===== config.mk =====
export PLATFORM = sky130hd
export DESIGN_NAME = mic_delay_sched
export DESIGN_NICKNAME = d
export VERILOG_FILES = /design/src/rtl/mems_pkg.sv /design/src/rtl/mic_delay_regs.sv /design/src/rtl/mic_delay_sched.sv
export SDC_FILE = /design/constraint.sdc
export NUM_CORES = 1
export LEC_CHECK = 0
export ABC_AREA = 1
export CORE_MARGIN = 2
export CORE_UTILIZATION = 49
export CTS_CLUSTER_DIAMETER = 50
export DETAILED_ROUTE_END_ITERATION = 7
export HOLD_SLACK_MARGIN = 0.05
export PLACE_DENSITY = 0.84
export SETUP_SLACK_MARGIN = 0.2
export SYNTH_ARGS = -nofsm -noshare
export SYNTH_HDL_FRONTEND = slang
export SYNTH_SLANG_ARGS = --single-unit

===== constraint.sdc =====
create_clock -name CLK -period 6.1 [get_ports CLK]
set_input_delay 1.22 -clock CLK [delete_from_list [all_inputs] [get_ports CLK]]
set_output_delay 1.22 -clock CLK [all_outputs]
set_load 0.02 [all_outputs]

===== src/rtl/mems_pkg.sv =====
// Shared types and defaults for the MEMS beamformer sample sequencer.
package mems_pkg;

    localparam int N_CHAN_DEF     = 6;
    localparam int SAMPLE_W_DEF   = 16;
    localparam int DEPTH_LOG2_DEF = 8;
    localparam int CHAN_W         = 3;

    typedef enum logic [2:0] {
        ST_IDLE,
        ST_WRITE,
        ST_READ,
        ST_LAST,
        ST_DONE
    } state_e;

endpackage


===== src/rtl/mic_delay_regs.sv =====
// Per-channel delay registers with a snapshot taken at frame start.
module mic_delay_regs
    import mems_pkg::*;
#(
    parameter int N_CHAN     = N_CHAN_DEF,
    parameter int DEPTH_LOG2 = DEPTH_LOG2_DEF
) (
    input  logic                  CLK,
    input  logic                  RST_N,
    input  logic                  cfg_we,
    input  logic [CHAN_W-1:0]     cfg_chan,
    input  logic [DEPTH_LOG2-1:0] cfg_delay,
    input  logic                  snap,
    input  logic [CHAN_W-1:0]     rd_chan,
    output logic [DEPTH_LOG2-1:0] rd_delay
);

    logic [DEPTH_LOG2-1:0] dly_q  [N_CHAN];
    logic [DEPTH_LOG2-1:0] snap_q [N_CHAN];
    logic                  cfg_ok;

    assign cfg_ok = cfg_we &&
        ({1'b0, cfg_chan} < (CHAN_W+1)'(N_CHAN));

    // Snapshot sees the pre-write value, so a same-cycle cfg applies next frame.
    always_ff @(posedge CLK or negedge RST_N) begin
        if (!RST_N) begin
            for (int i = 0; i < N_CHAN; i++) begin
                dly_q[i]  <= '0;
                snap_q[i] <= '0;
            end
        end else begin
            if (cfg_ok)
                dly_q[cfg_chan] <= cfg_delay;
            if (snap) begin
                for (int i = 0; i < N_CHAN; i++)
                    snap_q[i] <= dly_q[i];
            end
        end
    end

    assign rd_delay = snap_q[rd_chan];

endmodule


===== src/rtl/mic_delay_sched.sv =====
// Frame sequencer: writes mic history to shared RAM, reads delayed
// samples back and sums them into one beamformed output.
module mic_delay_sched
    import mems_pkg::*;
#(
    parameter int N_CHAN     = N_CHAN_DEF,
    parameter int SAMPLE_W   = SAMPLE_W_DEF,
    parameter int DEPTH_LOG2 = DEPTH_LOG2_DEF,
    parameter int SUM_W      = SAMPLE_W + 3
) (
    input  logic                         CLK,
    input  logic                         RST_N,
    input  logic                         frame_stb,
    input  logic [N_CHAN*SAMPLE_W-1:0]   mic_data,
    input  logic                         cfg_we,
    input  logic [CHAN_W-1:0]            cfg_chan,
    input  logic [DEPTH_LOG2-1:0]        cfg_delay,
    output logic                         ram_we,
    output logic [DEPTH_LOG2+CHAN_W-1:0] ram_addr,
    output logic [SAMPLE_W-1:0]          ram_wdata,
    input  logic [SAMPLE_W-1:0]          ram_rdata,
    output logic [SUM_W-1:0]             sum_out,
    output logic                         sum_valid,
    output logic                         busy,
    output logic                         overrun
);

    state_e                state_q, state_d;
    logic [CHAN_W-1:0]     chan_q;
    logic [DEPTH_LOG2-1:0] wr_frame_q;
    logic [SAMPLE_W-1:0]   smp_q [N_CHAN];
    logic [SUM_W-1:0]      acc_q;
    logic [SUM_W-1:0]      sum_q;
    logic                  overrun_q;
    logic [DEPTH_LOG2-1:0] rd_delay;
    logic [SUM_W-1:0]      rdata_ext;
    logic [SUM_W-1:0]      acc_next;
    logic                  last_chan;
    logic                  snap;

    assign last_chan = (chan_q == CHAN_W'(N_CHAN - 1));
    assign snap      = (state_q == ST_IDLE) && frame_stb;
    assign rdata_ext = {{(SUM_W-SAMPLE_W){ram_rdata[SAMPLE_W-1]}},
                        ram_rdata};
    assign acc_next  = acc_q + rdata_ext;

    mic_delay_regs #(
        .N_CHAN     (N_CHAN),
        .DEPTH_LOG2 (DEPTH_LOG2)
    ) u_regs (
        .CLK       (CLK),
        .RST_N     (RST_N),
        .cfg_we    (cfg_we),
        .cfg_chan  (cfg_chan),
        .cfg_delay (cfg_delay),
        .snap      (snap),
        .rd_chan   (chan_q),
        .rd_delay  (rd_delay)
    );

    always_ff @(posedge CLK or negedge RST_N) begin
        if (!RST_N)
            state_q <= ST_IDLE;
        else
            state_q <= state_d;
    end

    always_comb begin
        state_d   = state_q;
        ram_we    = 1'b0;
        ram_addr  = '0;
        ram_wdata = '0;
        unique case (state_q)
            ST_IDLE: begin
                if (frame_stb)
                    state_d = ST_WRITE;
            end
            ST_WRITE: begin
                ram_we    = 1'b1;
                ram_addr  = {wr_frame_q, chan_q};
                ram_wdata = smp_q[chan_q];
                if (last_chan)
                    state_d = ST_READ;
            end
            ST_READ: begin
                // Unsigned subtraction gives the modulo-depth wrap.
                ram_addr = {wr_frame_q - rd_delay, chan_q};
                if (last_chan)
                    state_d = ST_LAST;
            end
            ST_LAST: state_d = ST_DONE;
            ST_DONE: state_d = ST_IDLE;
            default: state_d = ST_IDLE;
        endcase
    end

    always_ff @(posedge CLK or negedge RST_N) begin
        if (!RST_N) begin
            chan_q     <= '0;
            wr_frame_q <= '0;
            acc_q      <= '0;
            sum_q      <= '0;
            overrun_q  <= 1'b0;
            for (int i = 0; i < N_CHAN; i++)
                smp_q[i] <= '0;
        end else begin
            if (frame_stb && state_q != ST_IDLE)
                overrun_q <= 1'b1;
            if (snap) begin
                for (int i = 0; i < N_CHAN; i++)
                    smp_q[i] <= mic_data[i*SAMPLE_W +: SAMPLE_W];
            end
            if (state_q == ST_WRITE || state_q == ST_READ)
                chan_q <= last_chan ? '0 : chan_q + 1'b1;
            else
                chan_q <= '0;
            // rdata lags the address by one cycle: read c lands during c+1.
            if (state_q == ST_READ)
                acc_q <= (chan_q == '0) ? '0 : acc_next;
            if (state_q == ST_LAST) begin
                acc_q <= acc_next;
                sum_q <= acc_next;
            end
            if (state_q == ST_DONE)
                wr_frame_q <= wr_frame_q + 1'b1;
        end
    end

    assign sum_out   = sum_q;
    assign sum_valid = (state_q == ST_DONE);
    assign busy      = (state_q != ST_IDLE);
    assign overrun   = overrun_q;

endmodule


## Word-level counts from Yosys, hierarchy flattened

Index checks and enable logic that the tools add are counted.

| cells by class | value |
|---|---|
| $add $sub $neg | 4 |
| $lt $le $gt $ge | 4 |
| equal/unequal tests | 8 |
| multiplexer cells | 21 |
| bitwise operators | 2 |
| reduce and logical (&&, ||, !) cells | 10 |

Operators by type and width:

| kind | count |
|---|---|
| two-way mux 19 bit | 3 |
| binary-select mux 16 bit (select 3 bit) | 1 |
| bitwise mux 48 bit | 1 |
| two-way mux 16 bit | 3 |
| binary-select mux 8 bit (select 3 bit) | 1 |
| demux 8 bit (select 3 bit) | 1 |
| two-way mux 8 bit | 3 |
| case mux 11 bit (2 select lines) | 1 |
| adder 19 bit | 1 |
| two-way mux 3 bit | 5 |
| case mux 3 bit (4 select lines) | 1 |
| adder 8 x 1 -> 8 bit (second input constant) | 1 |
| >= comparator 4 bit (second input constant) | 2 |
| inverter 3 -> 4 bit | 2 |
| subtractor 8 bit | 1 |
| == test 3 x 2 -> 1 bit (second input constant) | 2 |
| == test 3 bit (second input constant) | 2 |
| logical NOT 3 bit | 2 |
| inequality test 2 bit (second input constant) | 3 |
| logical AND 1 bit | 4 |
| < comparator 4 x 1 -> 1 bit (second input constant) | 1 |
| adder 3 x 1 -> 3 bit (second input constant) | 1 |
| == test 3 x 1 -> 1 bit (second input constant) | 1 |
| < comparator 3 bit (second input constant) | 1 |
| 5 further kinds | 5 |

| word-level totals | value |
|---|---|
| register bits after elaboration | 245 |
| input port bits | 127 |
| output and inout bits | 50 |
| word-level logic and storage cells | 73 |

## Longest topological paths before layout

| depth | value |
|---|---|
| depth after elaboration | 6 |
| gate-level depth with buffers | 18 |
| gate-level depth less buffers | 16 |

## Cells and area by module

Synthesis repeated with hierarchy kept, for this count alone.

| second synthesis, totals | value |
|---|---|
| cells, all modules | 1493 |
| area total of the unflattened synthesis | 12065.3 µm² |

By module, submodules not included:

| module | instances | cells each | area each (µm²) | seq. area each (µm²) |
|---|---|---|---|---|
| mic_delay_sched | 1 | 1036 | 7847.5 | 3728.6 |
| mic_delay_regs | 1 | 457 | 4217.8 | 2402.3 |

## Worst setup path before layout

OpenSTA, ideal clock, no wires.

| timing path | value |
|---|---|
| path type | register -> output |
| from | register chan_q[0] |
| to | output ram_addr[8] |
| arrival | 2.645 ns |
| setup slack | 2.235 ns |
| cell stages (with the launch flop) | 14 |
| path buffers | 3 |
| cells stage by stage | dfrtp_1 buf_4 nor2_2 buf_4 buf_4 o21ai_0 a41oi_1 a21oi_1 ha_1 nand2_1 o21ai_0 a21oi_1 xor2_1 o21ai_0 |

| between the ends | value |
|---|---|
| word-level cells in the longest chain between the ends | 6 |

Ends and longest elaborated chain:

| what | RTL line | source |
|---|---|---|
| start: declaration | mic_delay_sched.sv:29 | `logic [CHAN_W-1:0] chan_q;` |
| start signal: assignment | mic_delay_sched.sv:114 | `chan_q <= last_chan ? '0 : chan_q + 1'b1;` |
| inverter 3 -> 4 bit (implied by the code) | mic_delay_regs.sv:42 | `assign rd_delay = snap_q[rd_chan];` |
| binary-select mux 8 bit (select 3 bit) | mic_delay_regs.sv:42 |  |
| two-way mux 8 bit (implied by the code) (2 in series) | mic_delay_regs.sv:42 |  |
| subtractor 8 bit | mic_delay_sched.sv:87 | `ram_addr = {wr_frame_q - rd_delay, chan_q};` |
| case mux 11 bit (2 select lines) | mic_delay_sched.sv:73 | `unique case (state_q)` |
| end: declaration | mic_delay_sched.sv:19 | `output logic [DEPTH_LOG2+CHAN_W-1:0] ram_addr,` |

Every way passes these cells. The select of a mux whose other input is x is not followed.

## Worst setup path after layout

| timing path | value |
|---|---|
| from | register chan_q[2] |
| to | output ram_addr[8] |

Same word-level chain as after synthesis.

==> impl_metrics.yaml <==
placed_design:
  dp.cells: 1650
  port_buffers: 176
  placed_area_um2: 14000
  gp_congestion: 0.946
  hpwl_mm: 21.5
drt:
  drcViolationCount: 0
  num_vias: 9334
  dr.pass1.iters: 5
  ant_nets: 0
  routed_wl_mm: 30.5
  vias_per_cell: 5.51
  first_iter_violations: 835
  post_drt_wl_per_cell_um: 18.0
cells_and_area:
  antenna_cells: 0
  fin_nets: 1511
  synthToLayoutAreaGrowth_pct: 23.0
  finalInstanceArea_um2: 14800
  layout-drive-gt1-share_pct: 14.7
  stdcell_count: 1695
clock_tree:
  clkTransAtPathRegs_ns: 0.06
  cts_setup_buffers: 0
  clock_latency_ns: 0.54
  postCtsHoldBufs: 0
  clock_sinks: 245
  cts_resized: 0
  cts_tree: "yes"
  cts_buffers: 26
  clockBufferDepth: 3
  cts_root_buffer: "clkbuf_16"
  htreeDepth: 1
die:
  die-height_um: 161
  num_rows: 57
  dieWidth_um: 161
  dieArea_um2: 25900
  initial_core_util_pct: 49.8
  coreArea_um2: 24200
  pin_count: 177
global_routing:
  antenna_found_initial: 0
  grt_max_degree: 145
  overflow: 0
  grt_pass1_wl_mm: 49.1
  grt_pass1_vias: 9281
  grt_usage_pct: 23.5
sta:
  rsz0062_at_grt: "false"
  fin_setup_tns_ns: 0
  hold_viol_final: 0
  min_period_ns: 5.58
  max_freq_ghz: 0.179
  skew_ns: 0.0257
  finalSetupViolCount: 0
  tightest_slew_ns: 0.910
  maxSlewHeadroom_pct: 39.2
  worst_hold_slack_ns: 0.454
  maxSlewViolCount: 0
  post-route-period-util_pct: 91.5
worst_setup_path:
  cp.arrival_ns: 4.36
  cp_slowest_cell: "dfrtp_1"
  startpoint_type: "register"
  critPathCaptureType: "primary output"
  regToRegEndpoint: "sum_out[5]"
  ff2ff_path_depth: 6
  critPathBufInv: 2
  crit_family: "compound AO/OA/AOI/OAI gates"
  worstPathMaxFanout: 26
  critical-path-max-stage-delay_ns: 0.91
  cp.required_ns: 4.88
  crit_start: "chan_q[2]"
  cp_common_cell: "nand2_1"
  rrSetupSlack_ns: 3.58
  critical_path_class: "register to primary output"
  worstPathCellList: "nand2_1 > nor2_1 > nand2_1 > o211ai_1 > inv_1 > ha_1 > nand2_1 > o21ai_0 > a21oi_1 > xor2_1 > o21ai_0 > clkdlybuf4s50_1"
  rr_startpoint: "state_q[2]"
synthesis:
  synthesis.nets: 1348
  ys_top_cells_by_count: "347 x nand2_1, 245 x dfrtp_1, 100 x mux2_4"
  synth_edf_count: 0
  async_reset_ff_share_pct: 100
  synth_area_um2: 12100
  synth_ff_type: "dfrtp_1"
  post-synth-top-count-cell: "nand2_1"
  synth-seq-cells: 245
  syn_inst: 1191
  yosys_warnings: 0
  synth_cell_types: 38
  yosys-top-cells-area: "dfrtp_1 51%, mux2_4 12%, nand2_1 11%"
  ys_seq_area_share_pct: 50.8
  synth.largest_area_cell: "dfrtp_1"
  avgSynthCellArea_um2: 10.1
  yosysTopAreaCellShare_pct: 50.8
power_and_ir_drop:
  ir_worst_vdd_mv: 0.319
  finalPower_w: 0.00780
  pwr_density_cell_nw_per_um2: 526
  p_leak_nw: 7.14
flow_run:
  cap_violations: 0
hold_path:
  min_from: "overrun"
  hp-class: "register to register"
  hold_path_end: "overrun"
  whs_path_depth: 1
run_status:
  status: "finished, final reports clean"
-- logic make-up (layout without fill, tap and decap cells) --
group,after synthesis,count (layout),share of synthesized area (%)
AO/OA/AOI/OAI,155,155,7.29
multiplexers,139,139,16.1
AND/OR/NAND/NOR,487,487,16.7
adder cells (fa/ha/maj),30,30,3.23
buffers and inverters,121,301,4.88
XOR/XNOR,14,14,1.02
flip-flops,245,245,50.8
-- worst max-delay path by stage --
| stage | to | depth (start not counted) |
|---|---|---|
| floorplan | ram_addr[8] | 13 |
| global placement | ram_addr[8] | 12 |
| detailed placement | ram_addr[8] | 12 |
| CTS | ram_addr[8] | 12 |
| global route | ram_addr[8] | 12 |
| finish | ram_addr[8] | 12 |
-- worst reg2reg max path: cells and delay by family (launching register included) --
| kind | cells | cell delay (ns) |
|---|---|---|
| DFF | 1 | 0.42 |
| and+or+nand+nor | 3 | 1.11 |
| AOI/OAI and AO/OA | 1 | 0.08 |
| buffers and inverters | 2 | 0.76 |
-- sequential cells by signal, indices dropped and copies added, names as in the netlist --
register,count
acc_q,19
chan_q,3
overrun,1
smp_q,96
state_q,3
sum_out,19
u_regs.dly_q,48
u_regs.snap_q,48
wr_frame_q,8
-- report_power, final --
group	leakage, nW	internal, W	switching [W]
Combinational	3.74	0.00167	0.00184
Clock	0.401	0.000864	0.000638
Sequential	3.00	0.00231	0.000478
Total	7.14	0.00484	0.00296
-- per-layer routing --
metal	GRT usage, %	vias up	wire length (um)
met5	0	-	0
li1	-	4318	-
met3	3.38	65	1770
met2	39.2	347	14900
met4	7.39	0	925
met1	32.0	4604	12900
-- cell type report --
| cell class | count | area (um2) |
|---|---|---|
| Fill cell | 1910 | 9410 |
| Clock inverter | 7 | 66.3 |
| Timing Repair Buffer | 184 | 1850 |
| Tap cell | 324 | 405 |
| Sequential cell | 245 | 6130 |
| Clock buffer | 38 | 756 |
| Multi-Input combinational cell | 825 | 5360 |
| Inverter | 72 | 270 |
-- layout by cell type, fill, tap and decap left out, drive strengths merged, types with 9 or more instances in the layout --
| master | netlist | final |
|---|---|---|
| a21oi | 45 | 45 |
| a31oi | 9 | 9 |
| buf | 36 | 9 |
| clkbuf | 13 | 38 |
| clkdlybuf4s50 | 0 | 175 |
| dfrtp | 245 | 245 |
| ha | 28 | 28 |
| inv | 71 | 74 |
| mux2 | 139 | 139 |
| nand2 | 347 | 347 |
| nand3 | 55 | 55 |
| nand3b | 9 | 9 |
| nand4 | 18 | 18 |
| nor2 | 48 | 48 |
| o21ai | 75 | 75 |
| xor2 | 9 | 9 |
-- per-stage QoR --
stage	worst slack, ns	util [%]
2_1_floorplan	2.24	-
3_3_place_gp	1.26	57.8
3_5_place_dp	1.10	57.8
4_1_cts	0.552	61.2
5_1_grt	0.210	61.2
6_report	0.516	61.2
No activity file was read; power rests on OpenSTA's default activity.
==> variant: new RTL, same settings <==
`DEPTH_LOG2_DEF`: 8 -> 9.
--- a/src/rtl/mems_pkg.sv
+++ b/src/rtl/mems_pkg.sv
@@ -3,7 +3,7 @@
 
     localparam int N_CHAN_DEF     = 6;
     localparam int SAMPLE_W_DEF   = 16;
-    localparam int DEPTH_LOG2_DEF = 8;
+    localparam int DEPTH_LOG2_DEF = 9;
     localparam int CHAN_W         = 3;
 
     typedef enum logic [2:0] {
Interface: changed (resized cfg_delay and ram_addr); port bits go from 177 to 179. The function was not compared with the original's and may differ.
==> variant against the original RTL <==
Core utilization grew 0.71 points. Global-route usage is 0.56 points higher. Sequential share of layout area up 1.3 points. Synthesized area increased by 1.5%. Combinational power down 5%. Sequential power grew 3%. Total power grew 0.10%. Non-clock buffer count is 3 higher. Design area increased by 2.0%. Setup slack improved by 0.25 ns. Routed wire length increased by 2.8%. Sequential cell count grew 13. Critical path type unchanged. Largest cell class unchanged.
==> variant: results (changes against the original RTL) <==
run status = finished clean
register area share after synthesis = 0.527 (+0.0189)
Synth Area in Adders = 0.0308 (-0.00151)
Leak = 7.02 nW (-1.7%)
critical-path maximum fanout = 24 (-7.7%)
Clk Latency, worst-skew pair = 0.55 ns
Setup Skew = 0.0269 ns (+0.00118 ns)
Top Family by Delay on Critical Path = buffers and inverters
root buf cell = clkbuf_16
maximum VDD drop = 0.000279 V (-12%)
first-pass GRT wire length = 50500 microns (+2.8%)
Nets = 1577 (+4.4%)
DRT Pass-1 Iters = 5 (unchanged)
hpwl dp = 22000 microns (+2.5%)
routability cong. = 0.929 (-1.8%)
largest net degree at the start of global routing = 133 (-8.3%)
DR iter-0 viols = 827 (-0.96%)
Place WS = 1.44 ns (+0.336 ns)
sequential share of power = 0.367 (+0.009)
GRT Total Usage = 0.241 (+0.00558)
Resized cells post-CTS = 0 (unchanged)
compound-gate portion of the synthesized area = 0.0761 (+0.00319)
CTS clk-pin slew, worst paths = 0.06 ns (about the same)
CTS Buf Count = 28 (+7.7%)
post-place instance area = 14300 sq um (+1.7%)
Post-CTS Setup Repair Bufs = 0 (unchanged)
top cells by area, synth = dfrtp_1 53%, mux2_2 12%, nand2_1 11%, o21ai_0 3.3%, ha_1 2.8%
number of global-route vias before repair = 9750 (+5.1%)
yosys warns = 0 (unchanged)
syn_nets = 1410 (+4.6%)
CTS max path bufs = 3 (unchanged)
data arrival time of the critical path = 4.11 ns (-0.25 ns)
H-Tree Depth = 1 (unchanged)
Top Registers = smp_q: 96 flops, u_regs.dly_q: 54 flops, u_regs.snap_q: 54 flops
Tightest Pin Transition = 0.987 ns (+0.0771 ns)
final hold vios = 0 (unchanged)
average vias per placed instance = 5.52 (+0.30%)
Yosys cell types = 43 (+13%)
Comb power = 3.32 mW (-5%)
fillers = 1924 (+0.73%)
hold crit path type = flop to flop
crit path max-delay cell type = clkdlybuf4s50_1
Internal = 4.84 mW (-0.15%)
initial antenna violation count = 1 (+1)
IO Port Bufs = 178 (+1.1%)
share of cells above drive strength 1 = 0.138 (-0.00965)
CP max stage delay = 0.62 ns (-0.29 ns)
Post-Route WL = 31400 microns (+2.8%)
multiplexer share of the synthesized area = 0.133 (-0.0275)
Commonest cells post-synth = 370 x nand2_1, 258 x dfrtp_1, 127 x mux2_2, 80 x o21ai_0, 75 x inv_1
async set-or-reset flop fraction in the synthesized netlist = 1.00 (unchanged)
xor/xnor share of the synthesized area = 0.0122 (+0.00199)
[variant: final timing paths]
path                            start            end  slack (ns)  depth (start not counted)
setup / recovery            chan_q[0]    ram_addr[9]        0.77                         13
hold / removal             sum_out[0]     sum_out[0]        0.48                          2
setup reg to reg           state_q[2]     sum_out[4]        3.59                          6
hold reg to reg            sum_out[0]     sum_out[0]        0.48                          2
max in group asynchronous       RST_N  wr_frame_q[7]        3.89                          2
min in group asynchronous       RST_N      smp_q[80]        0.74                          1
[variant: through the flow]
step                 util  hold WS (ns)  instances  power (mW)
detailed placement  0.583         0.461       1714        6.15
finish              0.619         0.478       1763        7.81
floorplan               -         0.446       1253        5.05
global placement    0.583         0.440       1714        6.02
CTS                 0.619         0.474       1762        7.81
global route        0.619         0.484       1763        8.31
[variant: tightest hold or removal path, cell delays in order, from the launching register on]
cell and delay, ns:
dfrtp_1 0.34, nand2_1 0.05, nand2_1 0.05
[variant: final cells by class]
type	count	share of cell area
antenna	1	0.000165
timing repair buffer	187	0.123
clock buffer	40	0.0532
clock inverter	8	0.00545
multi-input combinational	865	0.345
tap	324	0.0268
inverter	80	0.0198
sequential	258	0.426
[variant: routing by layer]
| metal | share of wire | global-route usage | up-vias |
|---|---|---|---|
| li1 | - | - | 4511 |
| met1 | 0.42 | 0.318 | 4799 |
| met2 | 0.49 | 0.410 | 365 |
| met3 | 0.061 | 0.0396 | 63 |
| met4 | 0.030 | 0.0748 | 0 |
| met5 | 0 | 0 | - |
[variant: cell families after synthesis]
group	after synthesis
compound gates	165
xor+xnor	17
fa+ha+maj	29
buf+inv	130
flops	258
mux	145
simple gates	509
